--- src/rtl/sram_bus_master.sv ---
// Single-request-at-a-time master for an addr_ok/data_ok SRAM-style bus.
// Up to MAX_OUTSTANDING accepted requests may await in-order data_ok responses.
module sram_bus_master #(
  parameter int MAX_OUTSTANDING = 2
) (
  input  logic        clk,
  input  logic        rst_n,
  input  logic        cmd_valid,
  output logic        cmd_ready,
  input  logic        cmd_we,
  input  logic [31:0] cmd_addr,
  input  logic [31:0] cmd_wdata,
  input  logic [3:0]  cmd_wmask,
  output logic        rsp_valid,
  output logic [31:0] rsp_rdata,
  output logic        rsp_is_write,
  output logic        mem_req,
  output logic        mem_we,
  output logic [31:0] mem_address,
  output logic [31:0] mem_wdata,
  output logic [3:0]  mem_wmask,
  input  logic [31:0] mem_rdata,
  input  logic        mem_addr_ok,
  input  logic        mem_data_ok,
  output logic        proto_err
);

  localparam int PW = (MAX_OUTSTANDING > 1) ? $clog2(MAX_OUTSTANDING) : 1;
  localparam int CW = $clog2(MAX_OUTSTANDING + 1);
  localparam logic [PW-1:0] PTR_LAST = PW'(MAX_OUTSTANDING - 1);
  localparam logic [CW-1:0] CNT_MAX  = CW'(MAX_OUTSTANDING);

  typedef enum logic [0:0] {
    IDLE = 1'b0,
    REQ  = 1'b1
  } state_t;

  state_t                     state_r;
  state_t                     state_nxt_s;
  logic                       we_r;
  logic [31:0]                addr_r;
  logic [31:0]                wdata_r;
  logic [3:0]                 wmask_r;
  logic [CW-1:0]              count_r;
  logic [PW-1:0]              wr_ptr_r;
  logic [PW-1:0]              rd_ptr_r;
  logic [MAX_OUTSTANDING-1:0] fifo_r;
  logic                       proto_err_r;
  logic                       accept_s;
  logic                       handshake_s;
  logic                       pop_s;
  logic                       stray_s;
  logic                       unused_addr_s;

  function automatic logic [PW-1:0] ptr_inc(input logic [PW-1:0] p);
    if (p == PTR_LAST) begin
      ptr_inc = '0;
    end else begin
      ptr_inc = p + PW'(1);
    end
  endfunction

  // Byte offset never reaches the word-addressed bus.
  assign unused_addr_s = ^cmd_addr[1:0];

  assign cmd_ready   = rst_n & (state_r == IDLE) & (count_r < CNT_MAX);
  assign accept_s    = cmd_valid & cmd_ready;
  assign handshake_s = (state_r == REQ) & mem_addr_ok;
  assign pop_s       = mem_data_ok & (count_r != '0);
  assign stray_s     = mem_data_ok & (count_r == '0);

  assign mem_req      = (state_r == REQ);
  assign mem_we       = we_r;
  assign mem_address  = addr_r;
  assign mem_wdata    = wdata_r;
  assign mem_wmask    = wmask_r;
  assign rsp_valid    = pop_s;
  assign rsp_rdata    = mem_rdata;
  assign rsp_is_write = fifo_r[rd_ptr_r];
  assign proto_err    = proto_err_r;

  // State register.
  always_ff @(posedge clk or negedge rst_n) begin
    if (!rst_n) begin
      state_r <= IDLE;
    end else begin
      state_r <= state_nxt_s;
    end
  end

  // Next-state: hold a request until the responder takes it.
  always_comb begin
    state_nxt_s = state_r;
    case (state_r)
      IDLE: begin
        if (accept_s) begin
          state_nxt_s = REQ;
        end else begin
          state_nxt_s = IDLE;
        end
      end
      REQ: begin
        if (handshake_s) begin
          state_nxt_s = IDLE;
        end else begin
          state_nxt_s = REQ;
        end
      end
      default: state_nxt_s = IDLE;
    endcase
  end

  // Bus fields captured at accept; loads carry zero data and mask.
  always_ff @(posedge clk or negedge rst_n) begin
    if (!rst_n) begin
      we_r    <= 1'b0;
      addr_r  <= 32'h0000_0000;
      wdata_r <= 32'h0000_0000;
      wmask_r <= 4'b0000;
    end else if (accept_s) begin
      we_r    <= cmd_we;
      addr_r  <= {2'b00, cmd_addr[31:2]};
      wdata_r <= cmd_we ? cmd_wdata : 32'h0000_0000;
      wmask_r <= cmd_we ? cmd_wmask : 4'b0000;
    end else begin
      we_r    <= we_r;
      addr_r  <= addr_r;
      wdata_r <= wdata_r;
      wmask_r <= wmask_r;
    end
  end

  // Outstanding tracking: in-order we-bit FIFO plus occupancy count.
  always_ff @(posedge clk or negedge rst_n) begin
    if (!rst_n) begin
      count_r  <= '0;
      wr_ptr_r <= '0;
      rd_ptr_r <= '0;
      fifo_r   <= '0;
    end else begin
      if (handshake_s) begin
        fifo_r[wr_ptr_r] <= we_r;
        wr_ptr_r         <= ptr_inc(wr_ptr_r);
      end
      if (pop_s) begin
        rd_ptr_r <= ptr_inc(rd_ptr_r);
      end
      case ({handshake_s, pop_s})
        2'b10:   count_r <= count_r + CW'(1);
        2'b01:   count_r <= count_r - CW'(1);
        default: count_r <= count_r;
      endcase
    end
  end

  // Sticky flag for a completion that matches no outstanding request.
  always_ff @(posedge clk or negedge rst_n) begin
    if (!rst_n) begin
      proto_err_r <= 1'b0;
    end else if (stray_s) begin
      proto_err_r <= 1'b1;
    end else begin
      proto_err_r <= proto_err_r;
    end
  end

endmodule

--- config.mk ---
export PLATFORM = sky130hd
export DESIGN_NAME = sram_bus_master
export DESIGN_NICKNAME = d
export VERILOG_FILES = /design/src/rtl/sram_bus_master.sv
export SDC_FILE = /design/constraint.sdc
export NUM_CORES = 1
export LEC_CHECK = 0
export CAP_MARGIN = 10
export CELL_PAD_IN_SITES_DETAIL_PLACEMENT = 1
export CELL_PAD_IN_SITES_GLOBAL_PLACEMENT = 1
export CORE_MARGIN = 4
export CORE_UTILIZATION = 26
export DETAILED_ROUTE_END_ITERATION = 6
export PLACE_DENSITY = 0.86
export SYNTH_ARGS = -nofsm -noshare
export SYNTH_HDL_FRONTEND = slang
export SYNTH_SLANG_ARGS = --single-unit
--- constraint.sdc ---
create_clock -name clk -period 1.64 [get_ports clk]
set_input_delay 0.328 -clock clk [delete_from_list [all_inputs] [get_ports clk]]
set_output_delay 0.328 -clock clk [all_outputs]
set_load 0.03 [all_outputs]
==> run_results.csv, run 1 <==
group,metric,value,unit
critical_path,worstRegToRegCells,5,
timing,tns,0,ps
critical_path,max_stage_delay,470,ps
critical_path,crit_path_start_kind,"input pin",
yosys,ys_seq_area_share,57.69,%
clock_tree,clockBufferDepth,2,
final_layout,finalInstanceArea,4975,um2
global_routing,grt_use_total,13.40,%
final_layout,area_delta_synth_final,52.92,%
timing,rsz0062_at_grt,"false",
timing,fmax,630.8,MHz
yosys,synth_xor_area_share,1.346,%
global_routing,grt_max_degree,72,
yosys,ys_types,20,
global_routing,first_global_vias,2841,
clock_tree,insertion_delay,330,ps
routing,via_per_inst,4.243,
hold_path,hp-class,"input pin to asynchronous set/reset pin",
yosys,synth_simple_gate_area_share,10.19,%
routing,ant_nets,0,
final_layout,nets,515,
pwr,vdd_drop_max,0.0009101,V
yosys,avgSynthCellArea,11.45,um2
place,placed_area,4727,um2
global_routing,overflow,0,
critical_path,r2r_end,"mem_wdata[21]$_DFFE_PN0P_",
pwr,finalPower,9.996,mW
place,dp_slack,-130.3,ps
critical_path,crit_path_frequent_cell,"buf_4",
job,maxCapViolations,0,
clock_tree,clk_pin_slew_worst_paths,60,ps
floorplanning,fp.dieArea,14370,um2
timing,whs,75.78,ps
pwr,p_leak,2.398,nW
floorplanning,pin_count,212,
yosys,syn_area,3253,um2
yosys,synthAdderAreaFrac,0.3846,%
routing,drt_wl_total,9360,um
clock_tree,cts_made_buffers,9,
routing,via_count,2465,
pwr,p_sw,4.161,mW
timing,maxSlewViolCount,0,
pwr,seqPwrFrac,33.0,%
place,dpl.hpwl,7081,um
critical_path,crit_fanout,2,
routing,wl_per_cell,16.11,um
place,dp.cells,562,
critical_path,cpMaxStageDelayCell,"clkdlybuf4s50_1",
timing,hold_violations,0,
timing,setup_ws,54.81,ps
yosys,ys_warn_count,0,
place,gp_congestion,0.7136,
global_routing,grt_antenna_before_repair,0,
pwr,combPwrFrac,47.4,%
critical_path,cp-end-kind,"output pin",
yosys,ys_ff_latch,75,
yosys,syn_inst,284,
place,port_buffers,143,
clock_tree,numClockSinks,75,
yosys,synth_compound_area_share,5.923,%
routing,firstDrtPassIters,4,
critical_path,timing_worst_setup_path_type,"input pin to output pin",
clock_tree,cts_tree,"built",
pwr,pwr_density_cell,2009,nW/um2
final_layout,final_core_util,41.07,%
critical_path,r2r_slack,160,ps
final_layout,drive_gt1_share,18.40,%
routing,drc,0,
floorplanning,die_y,119.9,um
timing,layout_min_cycle_time,1585,ps
pwr,pwr-share-clk,19.6,%
routing,drt_iter0_markers,82,
pwr,p_int,5.835,mW
timing,finalCritPeriodShare,96.66,%
critical_path,r2r-start,"mem_req$_DFF_PN0_",
critical_path,path_buf_inv,3,
critical_path,cp.required,1310,ps
clock_tree,clockRootBuffer,"clkbuf_16",
timing,fin_worst_skew,5.777,ps
final_layout,diodes,0,
floorplanning,core-area,12110,um2
floorplanning,die_w,119.9,um
status,status,"finished clean",
floorplanning,start_util,26.86,%
pwr,netSwitchingFraction,41.63,%
yosys,muxShareOfSynthArea,13.73,%
critical_path,crit_chain,"clkdlybuf4s50_1 -> nor2b_2 -> buf_4 -> buf_4",
critical_path,cp.arrival,1260,ps
timing,setup_viol,0,
floorplanning,fp-row-count,40,
global_routing,grt_first_pass_wirelength,15130,um
critical_path,cp_top_family,"buffers and inverters",
yosys,synth_top_family_by_area,"multiplexers",
final_layout,final_cells,581,
clock_tree,h-tree-depth,3,
-- layout make-up --
cell class	instances	area [um2]
multi-input cells	160	1050
repair buffers	161	1536
clock buffers	11	242.7
inverters	1	3.754
fillers	1367	7137
clock inverters	5	52.55
flip-flops and latches	75	1879
well taps	168	210.2
-- cell families (layout without fill, tap and decap cells) --
| family | count (synthesis) | count (layout) |
|---|---|---|
| other | 1 | 2 |
| adders and majority gates | 1 | 1 |
| AOI/OAI and AO/OA | 38 | 38 |
| buffers and inverters | 50 | 178 |
| and+or+nand+nor | 80 | 80 |
| DFF | 75 | 75 |
| muxes | 34 | 34 |
| xor gates and xnor gates | 5 | 5 |
-- layout by cell type, fill, tap and decap left out, drive strengths merged, types with 2 or more instances in the layout --
| master | instances |
|---|---|
| nand2 | 73 |
| xnor2 | 3 |
| mux2 | 34 |
| clkdlybuf4s50 | 70 |
| conb | 2 |
| nor2 | 3 |
| o21ai | 37 |
| dlygate4sd2 | 69 |
| clkinv | 3 |
| dfrtp | 75 |
| buf | 21 |
| xor2 | 2 |
| clkbuf | 11 |
-- cells in the mapped netlist --
library cell | count | area [um2]
dfrtp_1 | 75 | 1877
nand2_1 | 73 | 274.0
o21ai_0 | 37 | 185.2
buf_4 | 34 | 255.2
mux2_2 | 17 | 191.4
mux2_4 | 17 | 255.2
buf_2 | 6 | 30.03
clkbuf_1 | 6 | 22.52
buf_6 | 3 | 33.78
nor2_1 | 3 | 11.26
xnor2_1 | 3 | 26.28
xor2_1 | 2 | 17.52
a21o_1 | 1 | 7.510
conb_1 | 1 | 3.750
ha_1 | 1 | 12.51
inv_1 | 1 | 3.750
nand3_1 | 1 | 5.000
nand4bb_4 | 1 | 27.53
nor2b_1 | 1 | 6.260
nor3b_1 | 1 | 7.510
-- routing by layer --
metal | part of all wire (%) | GRT usage [%]
met5 | 0 | 0
met4 | 3.1 | 6.013
met3 | 7.1 | 4.995
met2 | 54 | 24.36
met1 | 36 | 13.64
-- state kept, by name (all words and copies together) (netlist names) --
| register | flops |
|---|---|
| wr_ptr_r | 1 |
| mem_wdata | 32 |
| rd_ptr_r | 1 |
| mem_req | 1 |
| count_r | 2 |
| mem_we | 1 |
| mem_address | 30 |
| fifo_r | 2 |
| mem_wmask | 4 |
| proto_err | 1 |
-- how the worst max path moves through the flow --
| stage | startpoint | to | depth (start not counted) | slack [ps] |
|---|---|---|---|---|
| 3_5_place_dp | cmd_valid | mem_wdata[21]$_DFFE_PN0P_ | 5 | -130 |
| 2_1_floorplan | mem_req$_DFF_PN0_ | cmd_ready | 1 | 2 |
| 3_3_place_gp | cmd_valid | mem_we$_DFFE_PN0P_ | 4 | -70 |
| 6_report | mem_data_ok | rsp_valid | 4 | 50 |
| 4_1_cts | rd_ptr_r$_DFFE_PN0P_ | rsp_is_write | 2 | -30 |
| 5_1_grt | count_r[1]$_DFFE_PN0P_ | rsp_valid | 4 | 5 |
-- power groups by stage --
stage | combinational, mW | clock (mW) | sequential, mW
after floorplan | 1.37 | 0 | 4.96
after global placement | 5.21 | 0 | 3.27
after detailed placement | 5.37 | 0 | 3.35
after CTS | 4.80 | 2.03 | 3.30
after global routing | 5.06 | 2.11 | 3.43
final | 4.74 | 1.96 | 3.30
-- timing repair --
item,in CTS,in global routing
pin swaps,0,2
hold buffers,1,0
setup endpoints to repair,71,3
endpoints found under the hold margin,4,0
resized for setup,74,6
buffers inserted,1,2
No activity file was read; power rests on OpenSTA's default activity.
==> inputs of run 2 (changes only) <==
--- a/config.mk
+++ b/config.mk
@@ -6,5 +6,5 @@
 export NUM_CORES = 1
 export LEC_CHECK = 0
-export CAP_MARGIN = 10
+export CAP_MARGIN = 25
 export CELL_PAD_IN_SITES_DETAIL_PLACEMENT = 1
 export CELL_PAD_IN_SITES_GLOBAL_PLACEMENT = 1
==> constraint.sdc (replaced) <==
create_clock -name clk -period 1.64 [get_ports clk]
set_input_delay 0.164 -clock clk [delete_from_list [all_inputs] [get_ports clk]]
set_output_delay 0.164 -clock clk [all_outputs]
set_load 0.03 [all_outputs]
==> run_results.csv, run 2 (synthesized netlist as in run 1, its figures left out) <==
group,metric,value,unit
status,status,"finished clean",
floorplanning,fp-row-count,40,
timing,setup_viol,0,
pwr,vdd_drop_max,0.0009119,V
critical_path,cpMaxStageDelayCell,"clkdlybuf4s50_1",
critical_path,r2r_slack,250,ps
floorplanning,die_w,119.9,um
timing,relSlewSlack,43.42,%
job,maxCapViolations,0,
hold_path,hp-class,"input pin to asynchronous set/reset pin",
critical_path,cp.required,1480,ps
timing,fmax,635.9,MHz
critical_path,max_stage_delay,710,ps
critical_path,cp_top_family,"buffers and inverters",
global_routing,overflow,0,
final_layout,drive_gt1_share,15.59,%
floorplanning,pin_count,212,
final_layout,final_cell_mix,"clkdlybuf4s50_1, dfrtp_1, nand2_1",
clock_tree,clk_pin_slew_worst_paths,60,ps
timing,rsz0062_at_grt,"false",
routing,via_count,2436,
pwr,pwr_density_cell,2115,nW/um2
place,placed_area,4649,um2
final_layout,final_cells,572,
timing,tightest_slew,848.7,ps
floorplanning,die_y,119.9,um
pwr,netSwitchingFraction,39.87,%
routing,firstDrtPassIters,4,
clock_tree,clockRootBuffer,"clkbuf_16",
pwr,seqPwrFrac,31.8,%
timing,whs,72.96,ps
place,dp.cells,555,
floorplanning,core-area,12110,um2
place,dpl.hpwl,6850,um
timing,finalCritPeriodShare,95.89,%
final_layout,layout_commonest_cell,"clkdlybuf4s50_1",
clock_tree,insertion_delay,340,ps
timing,fin_worst_skew,6.573,ps
clock_tree,cts_made_buffers,9,
final_layout,largest_register_ffs,32,
routing,ant_nets,0,
timing,layout_min_cycle_time,1573,ps
critical_path,cp-end-kind,"output pin",
routing,drc,0,
pwr,pwr-share-clk,18.6,%
final_layout,diodes,0,
routing,drt_iter0_markers,121,
critical_path,r2r_end,"mem_address[12]$_DFFE_PN0P_",
clock_tree,cts_tree,"built",
global_routing,first_global_vias,2815,
timing,maxSlewViolCount,0,
global_routing,grt_first_pass_wirelength,15240,um
critical_path,r2r-start,"count_r[1]$_DFFE_PN0P_",
timing,tns,0,ps
place,gp_congestion,0.7552,
critical_path,crit_chain,"clkdlybuf4s50_1",
floorplanning,fp.dieArea,14370,um2
final_layout,finalInstanceArea,4955,um2
global_routing,grt_antenna_before_repair,0,
critical_path,crit_path_start_kind,"register",
floorplanning,start_util,26.86,%
global_routing,grt_max_degree,67,
final_layout,area_delta_synth_final,52.31,%
pwr,p_int,6.300,mW
clock_tree,numClockSinks,75,
critical_path,worstRegToRegCells,3,
critical_path,crit_fanout,2,
critical_path,path_buf_inv,1,
clock_tree,clockBufferDepth,2,
final_layout,nets,506,
critical_path,timing_worst_setup_path_type,"register to output pin",
pwr,p_sw,4.177,mW
routing,wl_per_cell,16.38,um
pwr,p_leak,2.182,nW
final_layout,final_core_util,40.91,%
timing,hold_violations,0,
global_routing,grt_use_total,13.73,%
place,port_buffers,143,
clock_tree,h-tree-depth,3,
routing,via_per_inst,4.259,
critical_path,cp.arrival,1410,ps
pwr,combPwrFrac,49.6,%
routing,drt_wl_total,9369,um
## run 2: cell types whose count changed in the layout (fill, tap and decap cells not counted), sizes merged
cell | before | now
clkdlybuf4s50 | 70 | 137
clkinv | 3 | 2
clkinvlp | 1 | 3
buf | 21 | 11
dlymetal6s2s | 0 | 2
dlygate4sd2 | 69 | 0
## run 2: worst max path at each step
| stage | start | to | slack, ps | depth (start not counted) |
|---|---|---|---|---|
| after floorplan | mem_req$_DFF_PN0_ | mem_address[18]$_DFFE_PN0P_ | 140 | 4 |
| after CTS | mem_req$_DFF_PN0_ | mem_req | 0.4 | 1 |
| after detailed placement | cmd_valid | mem_address[17]$_DFFE_PN0P_ | 100 | 4 |
| after global routing | mem_address[23]$_DFFE_PN0P_ | mem_address[23] | 20 | 1 |
| final | mem_address[27]$_DFFE_PN0P_ | mem_address[27] | 70 | 1 |
| after global placement | cmd_valid | mem_address[7]$_DFFE_PN0P_ | 120 | 4 |
## run 2: what timing repair did
item / in CTS / in global routing
endpoints found under the setup margin: 1 / 3
cloned: 0 / 0
buffers inserted: 0 / 0
pin swaps: 0 / 0
endpoints found under the hold margin: 9 / 0
gates resized for setup: 1 / 4
hold buffers: 1 / 0
## run 2: routing by layer
metal  track usage, %  vias up  wire, um
li1                 -     1120         -
met2            23.76      100      4910
met1            14.33     1181      3425
met3            4.901       35       719
met5                0        -         0
met4            8.017        0       313
## run 2: power groups by stage
stage | clock network [mW] | logic [mW] | registers (mW)
CTS | 2.04 | 5.29 | 3.34
detailed placement | 0 | 5.27 | 3.35
floorplan | 0 | 1.37 | 4.96
global placement | 0 | 5.14 | 3.28
global route | 2.12 | 5.49 | 3.46
finish | 1.95 | 5.20 | 3.33
## run 2: cell type report
class	instances	area, um2
Inverter	1	3.754
Clock buffer	10	229.0
Tap cell	168	210.2
Fill cell	1380	7157
Sequential cell	75	1877
Timing Repair Buffer	152	1531
Clock inverter	6	66.31
Multi-Input combinational cell	160	1037
## run 2: per-stage QoR
| stage | setup slack (ps) | total power, mW |
|---|---|---|
| final | 67.47 | 10.48 |
| after global placement | 121.5 | 8.421 |
| after floorplan | 143.5 | 6.330 |
| after global routing | 15.97 | 11.07 |
| after detailed placement | 102.4 | 8.625 |
| after CTS | 0.4322 | 10.67 |
